File: config.mk
export PLATFORM = sky130hd
export DESIGN_NAME = answer_bcd_conv
export DESIGN_NICKNAME = d
export VERILOG_FILES = /design/src/rtl/answer_bcd_conv.sv
export SDC_FILE = /design/constraint.sdc
export NUM_CORES = 1
export LEC_CHECK = 0
export CORE_ASPECT_RATIO = 1.1
export CORE_UTILIZATION = 45
export CTS_CLUSTER_DIAMETER = 60
export DETAILED_ROUTE_END_ITERATION = 16
export GPL_TIMING_DRIVEN = 0
export PLACE_DENSITY = 0.7
export REMOVE_ABC_BUFFERS = 1
export SLEW_MARGIN = 20
export SYNTH_ARGS = -nofsm -noshare
export SYNTH_HDL_FRONTEND = slang
export SYNTH_SLANG_ARGS = --single-unit
File: constraint.sdc
create_clock -name clk -period 2.4 [get_ports clk]
set_clock_uncertainty 0.05 [all_clocks]
set_input_delay 0.24 -clock clk [delete_from_list [all_inputs] [get_ports clk]]
set_output_delay 0.24 -clock clk [all_outputs]
set_load 0.05 [all_outputs]
File: src/rtl/answer_bcd_conv.sv
// Purpose: capture calculator results on rising edges of valid and convert them to packed BCD (double-dabble).
// Latency: start seen at edge E0 -> out_valid high for one cycle after edge E_WIDTH; back-to-back conversions chain without gaps.
// Backpressure: none; one-deep pending buffer absorbs a result during conversion, further results are dropped and flagged via sticky overrun.
// Build option: define ANSWER_SIGNED_EN to treat answer as two's complement (magnitude to bcd, sign to neg).
module answer_bcd_conv #(
  parameter int WIDTH  = 10,
  parameter int DIGITS = 4
) (
  input  logic                  clk,
  input  logic                  rst,
  input  logic                  valid,
  input  logic [WIDTH-1:0]      answer,
  output logic                  busy,
  output logic                  out_valid,
  output logic [4*DIGITS-1:0]   bcd,
  output logic                  neg,
  output logic                  overrun
);

  localparam int IW = $clog2(WIDTH + 1);
  localparam int BW = 4 * DIGITS;

  typedef enum logic {
    IDLE = 1'b0,
    CONV = 1'b1
  } state_t;

  state_t            state, state_n;
  logic              valid_d;
  logic [WIDTH-1:0]  sreg;
  logic [BW-1:0]     acc;
  logic [IW-1:0]     iter;
  logic [WIDTH-1:0]  pend;
  logic              pend_v;
  logic [BW-1:0]     bcd_q;
  logic              out_valid_q;
  logic              overrun_q;

  logic              start;
  logic              done;
  logic              load_ans;
  logic              load_pend;
  logic              pend_store;
  logic              drop;
  logic              finish;
  logic [BW-1:0]     acc_adj;
  logic [BW-1:0]     acc_sh;
  logic [WIDTH-1:0]  sreg_sh;
  logic [WIDTH-1:0]  ans_mag;

  // Magnitude of the incoming result; identity for unsigned operation.
  function automatic logic [WIDTH-1:0] mag_of(input logic [WIDTH-1:0] v);
`ifdef ANSWER_SIGNED_EN
    return v[WIDTH-1] ? (~v + WIDTH'(1)) : v;
`else
    return v;
`endif
  endfunction

  assign start   = valid & ~valid_d;
  assign done    = (state == CONV) && (iter == IW'(WIDTH - 1));
  assign ans_mag = mag_of(answer);

  // Add-3 correction on every nibble >= 5, then shift {acc, sreg} left by one.
  always_comb begin
    acc_adj = acc;
    for (int d = 0; d < DIGITS; d++) begin
      if (acc[4*d +: 4] >= 4'd5) begin
        acc_adj[4*d +: 4] = acc[4*d +: 4] + 4'd3;
      end
    end
    acc_sh  = {acc_adj[BW-2:0], sreg[WIDTH-1]};
    sreg_sh = {sreg[WIDTH-2:0], 1'b0};
  end

  // Next-state and control decode: loads, pending buffer, overrun, completion.
  always_comb begin
    state_n    = state;
    load_ans   = 1'b0;
    load_pend  = 1'b0;
    pend_store = 1'b0;
    drop       = 1'b0;
    finish     = 1'b0;
    case (state)
      IDLE: begin
        if (start) begin
          load_ans = 1'b1;
          state_n  = CONV;
        end
      end
      CONV: begin
        if (done) begin
          finish = 1'b1;
          if (pend_v) begin
            load_pend  = 1'b1;
            pend_store = start;
          end else if (start) begin
            load_ans = 1'b1;
          end else begin
            state_n = IDLE;
          end
        end else if (start) begin
          if (pend_v) begin
            drop = 1'b1;
          end else begin
            pend_store = 1'b1;
          end
        end
      end
      default: state_n = IDLE;
    endcase
  end

  // State register and edge-detect history.
  always_ff @(posedge clk or negedge rst) begin
    if (!rst) begin
      state   <= IDLE;
      valid_d <= 1'b0;
    end else begin
      state   <= state_n;
      valid_d <= valid;
    end
  end

  // Conversion datapath: load a new operand or run one double-dabble iteration.
  always_ff @(posedge clk or negedge rst) begin
    if (!rst) begin
      sreg <= '0;
      acc  <= '0;
      iter <= '0;
    end else if (load_pend) begin
      sreg <= pend;
      acc  <= '0;
      iter <= '0;
    end else if (load_ans) begin
      sreg <= ans_mag;
      acc  <= '0;
      iter <= '0;
    end else if (state == CONV) begin
      sreg <= sreg_sh;
      acc  <= acc_sh;
      iter <= iter + IW'(1);
    end
  end

  // One-deep pending buffer; a store on the same edge as a drain wins.
  always_ff @(posedge clk or negedge rst) begin
    if (!rst) begin
      pend   <= '0;
      pend_v <= 1'b0;
    end else begin
      if (pend_store) begin
        pend   <= ans_mag;
        pend_v <= 1'b1;
      end else if (load_pend) begin
        pend_v <= 1'b0;
      end
    end
  end

  // Result registers, completion strobe and sticky overrun flag.
  always_ff @(posedge clk or negedge rst) begin
    if (!rst) begin
      bcd_q       <= '0;
      out_valid_q <= 1'b0;
      overrun_q   <= 1'b0;
    end else begin
      out_valid_q <= finish;
      if (finish) begin
        bcd_q <= acc_sh;
      end
      if (drop) begin
        overrun_q <= 1'b1;
      end
    end
  end

`ifdef ANSWER_SIGNED_EN
  logic sign_cur;
  logic pend_sign;
  logic neg_q;

  // Sign bit travels with its operand through the pending buffer to the output.
  always_ff @(posedge clk or negedge rst) begin
    if (!rst) begin
      sign_cur  <= 1'b0;
      pend_sign <= 1'b0;
      neg_q     <= 1'b0;
    end else begin
      if (load_pend) begin
        sign_cur <= pend_sign;
      end else if (load_ans) begin
        sign_cur <= answer[WIDTH-1];
      end
      if (pend_store) begin
        pend_sign <= answer[WIDTH-1];
      end
      if (finish) begin
        neg_q <= sign_cur;
      end
    end
  end

  assign neg = neg_q;
`else
  assign neg = 1'b0;
`endif

  assign busy      = (state == CONV);
  assign out_valid = out_valid_q;
  assign bcd       = bcd_q;
  assign overrun   = overrun_q;

endmodule

# --- Word level (Yosys, flattened, before mapping) ---
# Cells that the tools add are included.
word_totals:
  reg_bits: 61
  wordCells: 61
  output_inout_bits: 20
op_classes:
  mux: 35
  n_bitwise: 3
  reduce_logical: 3
  order_cmp: 4
  eq_ne: 1
  add_sub_neg: 5
op_table:
  columns: ["op", "n"]
  rows:
  - ["$mux W16", 3]
  - ["$mux W10", 3]
  - ["$mux W4", 6]
  - ["$mux W1", 20]
  - ["$ge A4 B3 Y1 const B", 4]
  - ["$add A4 B2 Y4 const B", 3]
  - ["$add A4 B1 Y4 const B", 1]
  - ["$eq A4 B4 Y1 const B", 1]
  - ["$pmux W1 S2", 2]
  - ["$add A3 B2 Y3 const B", 1]
  - ["$mux W3", 1]
  - ["$reduce_bool A3 Y1", 1]
  - ["$not A1 Y1", 2]
  - ["$reduce_bool A2 Y1", 1]
  - ["$and A1 B1 Y1", 1]
  - ["$logic_and A1 B1 Y1", 1]

# --- Longest topological paths before layout ---
logic_depth:
  depth_word: 8
  depth_mapped: 7

# --- Worst setup path after synthesis ---
# OpenSTA, ideal clock, no wires.
synth_path:
  kind: "reg-to-reg"
  from: "reg state, in the netlist busy"
  to: "reg acc[3]"
  path_buffers: 1
  slack_ps: 699
  stages_incl_launch_ff: 6
  arrival_ps: 1529
  synth_period_minus_slack_ps: 1701
  setup_ps: 122
  path_cell_list: "dfrtp_1 -> nand2_1 -> a22oi_2 -> buf_4 -> o31ai_1 -> a32o_1"
synth_between:
  elab_chain_len: 5
synth_rtl:
  columns: ["element", "line", "source"]
  rows:
  - ["from (decl)", "28", "state_t state, state_n;"]
  - ["from (signal assigned)", "120", "state <= state_n;"]
  - ["$logic_and A1 B1 Y1", "61", "assign done = (state == CONV) && (iter == IW'(WIDTH - 1));"]
  - ["$mux W1", "92", "if (done) begin"]
  - ["$pmux W1 S2", "84", "case (state)"]
  - ["$mux W16", "135", "end else if (load_ans) begin"]
  - ["$mux W16", "131", "end else if (load_pend) begin"]
  - ["to (signal assigned)", "141", "acc <= acc_sh;"]
  - ["to (decl)", "31", "logic [BW-1:0] acc;"]
# Several ways; a longest one is shown, not always the timed one.
# A chain may end at the register's enable or synchronous reset.

# --- Worst setup path in the final report ---
layout_path:
  from: "reg iter[1]"
  to: "reg acc[5]"
layout_between:
  elab_chain_len: 6
layout_rtl:
  columns: ["element", "line", "source"]
  rows:
  - ["from (decl)", "32", "logic [IW-1:0] iter;"]
  - ["from (signal assigned)", "142", "iter <= iter + IW'(1);"]
  - ["$eq A4 B4 Y1 (*)", "61", null]
  - ["$logic_and A1 B1 Y1 (*)", "61", null]
  - ["$mux W1", "92", null]
  - ["$pmux W1 S2", "84", null]
  - ["$mux W16", "135", null]
  - ["$mux W16", "131", null]
# Every way passes the cells marked *; elsewhere a longest branch is shown, timed or not.

==> flow_summary.yaml <==
die:
  pin_count: 33
  die_area_mm2: 0.00702
  dieHeight_um: 87.8
  fp-row-count: 30
  coreArea_mm2: 0.00631
  start_util: 0.478
  fp.dieW_um: 80
timing:
  rsz0062_at_grt: "no"
  fin_crit_sh: 0.893
  slew_headroom: 0.511
  fin_ws_ps: 257
  min_period_ps: 2140
  worst_pin_slew_ps: 734
  tns_ps: 0
  slew_viol_final: 0
  finalHoldViolations: 0
  fmax_mhz: 467
  setup_viol_count_final: 0
setup_path:
  cp-start-kind: "flop"
  crit_arrival_ps: 2280
  path_class: "flop to flop"
  reg2reg_setup_slack_ps: 260
  cp-end-kind: "flop"
  cp.required_ps: 2540
  critical_path_peak_fanout: 16
  ff2ff_path_depth: 6
  r2r_start: "iter[1]"
  r2r_end: "acc[5]"
placement:
  dp_slack_ps: -414
  gp_congestion: 0.779
  hpwl_um: 3890
  portBuffers: 31
pwr:
  p_sw_frac: 0.398
  vdd_drop_max_mv: 0.604
  leakagePower_uw: 0.00160
  cell_internal_pwr_uw: 3070
  comb_power_share: 0.441
  p_total_uw: 5100
  p_clk_frac: 0.203
  seqPwrFrac: 0.356
  pwr_density_cell_mw_per_mm2: 1390
  power.switching_uw: 2030
routing:
  ant_nets: 0
  routed_via_density: 5.55
  wl_per_cell_um: 14.8
  num_vias: 2315
  remaining_drc_errors: 0
  drt_iter0_markers: 93
  wl_um: 6180
  dr.pass1.iters: 4
layout:
  final_util: 0.583
  register_area_mm2: 0.00153
  layout_commonest_cell: "dfrtp_1"
  drive_gt1_frac: 0.145
  areaGrowthSynthToFinish_pct: 22.1
  multi_input_area_mm2: 0.00138
  nets: 355
  diodes: 0
  final_cell_mix: "dfrtp_1 (60), nand2_1 (53), clkdlybuf4s50_1 (30)"
  fillers: 573
synthesis:
  yosys.area.top_type: "dfrtp_1"
  yosysWarnings: 0
  synth_top_area_frac: 0.507
  ys_types: 42
  synth.top_cells.by_area: "dfrtp_1 (51%), nand2_1 (6.6%), mux2_2 (5.6%), a21oi_1 (4.7%), ha_1 (4.2%)"
  synth.ff_latch_count: 61
  ys_seq_area_frac: 0.507
  synth_area_mm2: 0.00301
  syn_area_per_cell_um2: 10.2
  synthCells: 296
clock_tree:
  clk_pin_slew_ps: 70
  cts_tree: "yes"
  h-tree-depth: 3
  cts_root_buffer: "clkbuf_8"
  numCtsBuffers: 9
  clkLatencyLatePin_ps: 340
  cts_sinks: 61
  clk_path_buf_depth: 2
run:
  drv_cap: 0
global_routing:
  overflow: 0
  grt_use_total: 0.198
  grt_max_degree: 49
  antenna_found_initial: 0
  grt_pass1_wl_um: 10500
  grt_pass1_vias: 2258
run_status:
  outcome: "finished, final reports clean"
worst_hold_path:
  hp-class: "primary input to async pin"
## flip-flops by register name, summed over array words and instances, names as in the netlist
name	cells
pend_v	1
sreg	10
busy	1
acc	16
out_valid	1
valid_d	1
iter	4
pend	10
overrun	1
bcd	16
## how the worst max path moves through the flow
stage | end | slack [ps] | cells after the start | start
2_1_floorplan | bcd[2] | -10 | 3 | busy
3_3_place_gp | acc[5] | -990 | 5 | valid
3_5_place_dp | acc[5] | -410 | 6 | valid
4_1_cts | bcd[2] | 30 | 3 | busy
5_1_grt | acc[1] | 90 | 6 | iter[1]
6_report | acc[5] | 260 | 6 | iter[1]
## through the flow
stage	cells	hold slack [ps]	instance area [um^2]
3_3_place_gp	391	399	3340
5_1_grt	417	265	3680
6_report	417	244	3680
4_1_cts	414	242	3650
3_5_place_dp	393	59.1	3380
2_1_floorplan	280	-106	2930
## synthesized netlist by cell type
master and n:
xnor2_1 4, or3_1 2, ha_1 10, a32o_1 12
nand2b_1 6, o32ai_1 3, nand4b_1 1, nand3b_4 1
buf_4 3, nand3_4 1, nand3_1 1, nor2b_1 1
o211ai_1 1, a21oi_1 28, nand2_1 53, o22ai_1 2
xor2_2 1, a22oi_2 1, mux2i_1 1, conb_1 1
nand3_2 1, nor2_2 2, nor3b_1 7, a211oi_1 1
nor2_1 10, o21a_1 1, o21ai_1 7, or2_0 1
o21ai_0 18, inv_1 10, or2_2 1, dfrtp_1 61
clkbuf_1 3, mux2_2 15, a21o_1 1, buf_2 10
nand3b_1 1, a2bb2oi_1 1, xor2_1 1, a22o_1 1
and3_1 2, o31ai_1 8
## worst max-delay path, stage by stage, from the launching register on
cell and delay [ps]:
dfrtp_1 400, inv_1 80, ha_1 250, nand3b_4 230, a22oi_2 330, or2_0 490
o32ai_1 180
## area by class of cell
type | instances | share of cell area
clock buffer | 12 | 0.0422
clock inverter | 4 | 0.0191
inverter | 10 | 0.0102
multi-input combinational | 210 | 0.375
sequential | 61 | 0.416
tap | 80 | 0.0272
timing repair buffer | 40 | 0.110
## layer usage
layer	global-route usage	wire, um
met1	0.228	2720
met3	0.0333	204
met2	0.350	3150
met5	0	0
met4	0.110	118
## power by group through the flow
| stage | sequential, uW | combinational (uW) | clock (uW) |
|---|---|---|---|
| floorplan | 2180 | 1230 | 0 |
| CTS | 1810 | 2240 | 1050 |
| global route | 1880 | 2480 | 1090 |
| detailed placement | 1830 | 2190 | 0 |
| global placement | 1800 | 2130 | 0 |
| finish | 1820 | 2250 | 1030 |
## kinds of logic (layout without fill, tap and decap cells)
kind of cell / after synthesis / in the layout / synth area share
flip-flops: 61 / 61 / 0.507
AND/OR/NAND/NOR: 91 / 92 / 0.150
AO/OA/AOI/OAI: 85 / 85 / 0.181
multiplexers: 16 / 16 / 0.0594
adder cells (fa/ha/maj): 10 / 10 / 0.0415
other: 1 / 1 / 0.00125
XOR/XNOR: 6 / 6 / 0.0199
buffers and inverters: 26 / 66 / 0.0403
## what timing repair did
item	4_1_cts	5_1_grt
pin swaps	2	1
gates cloned	1	0
resized for setup	1	1
setup buffers	3	3
setup endpoints to repair	9	2
endpoints found under the hold margin	61	0
hold buffers	1	0
Note: power is estimated with default switching activity, not from simulation.
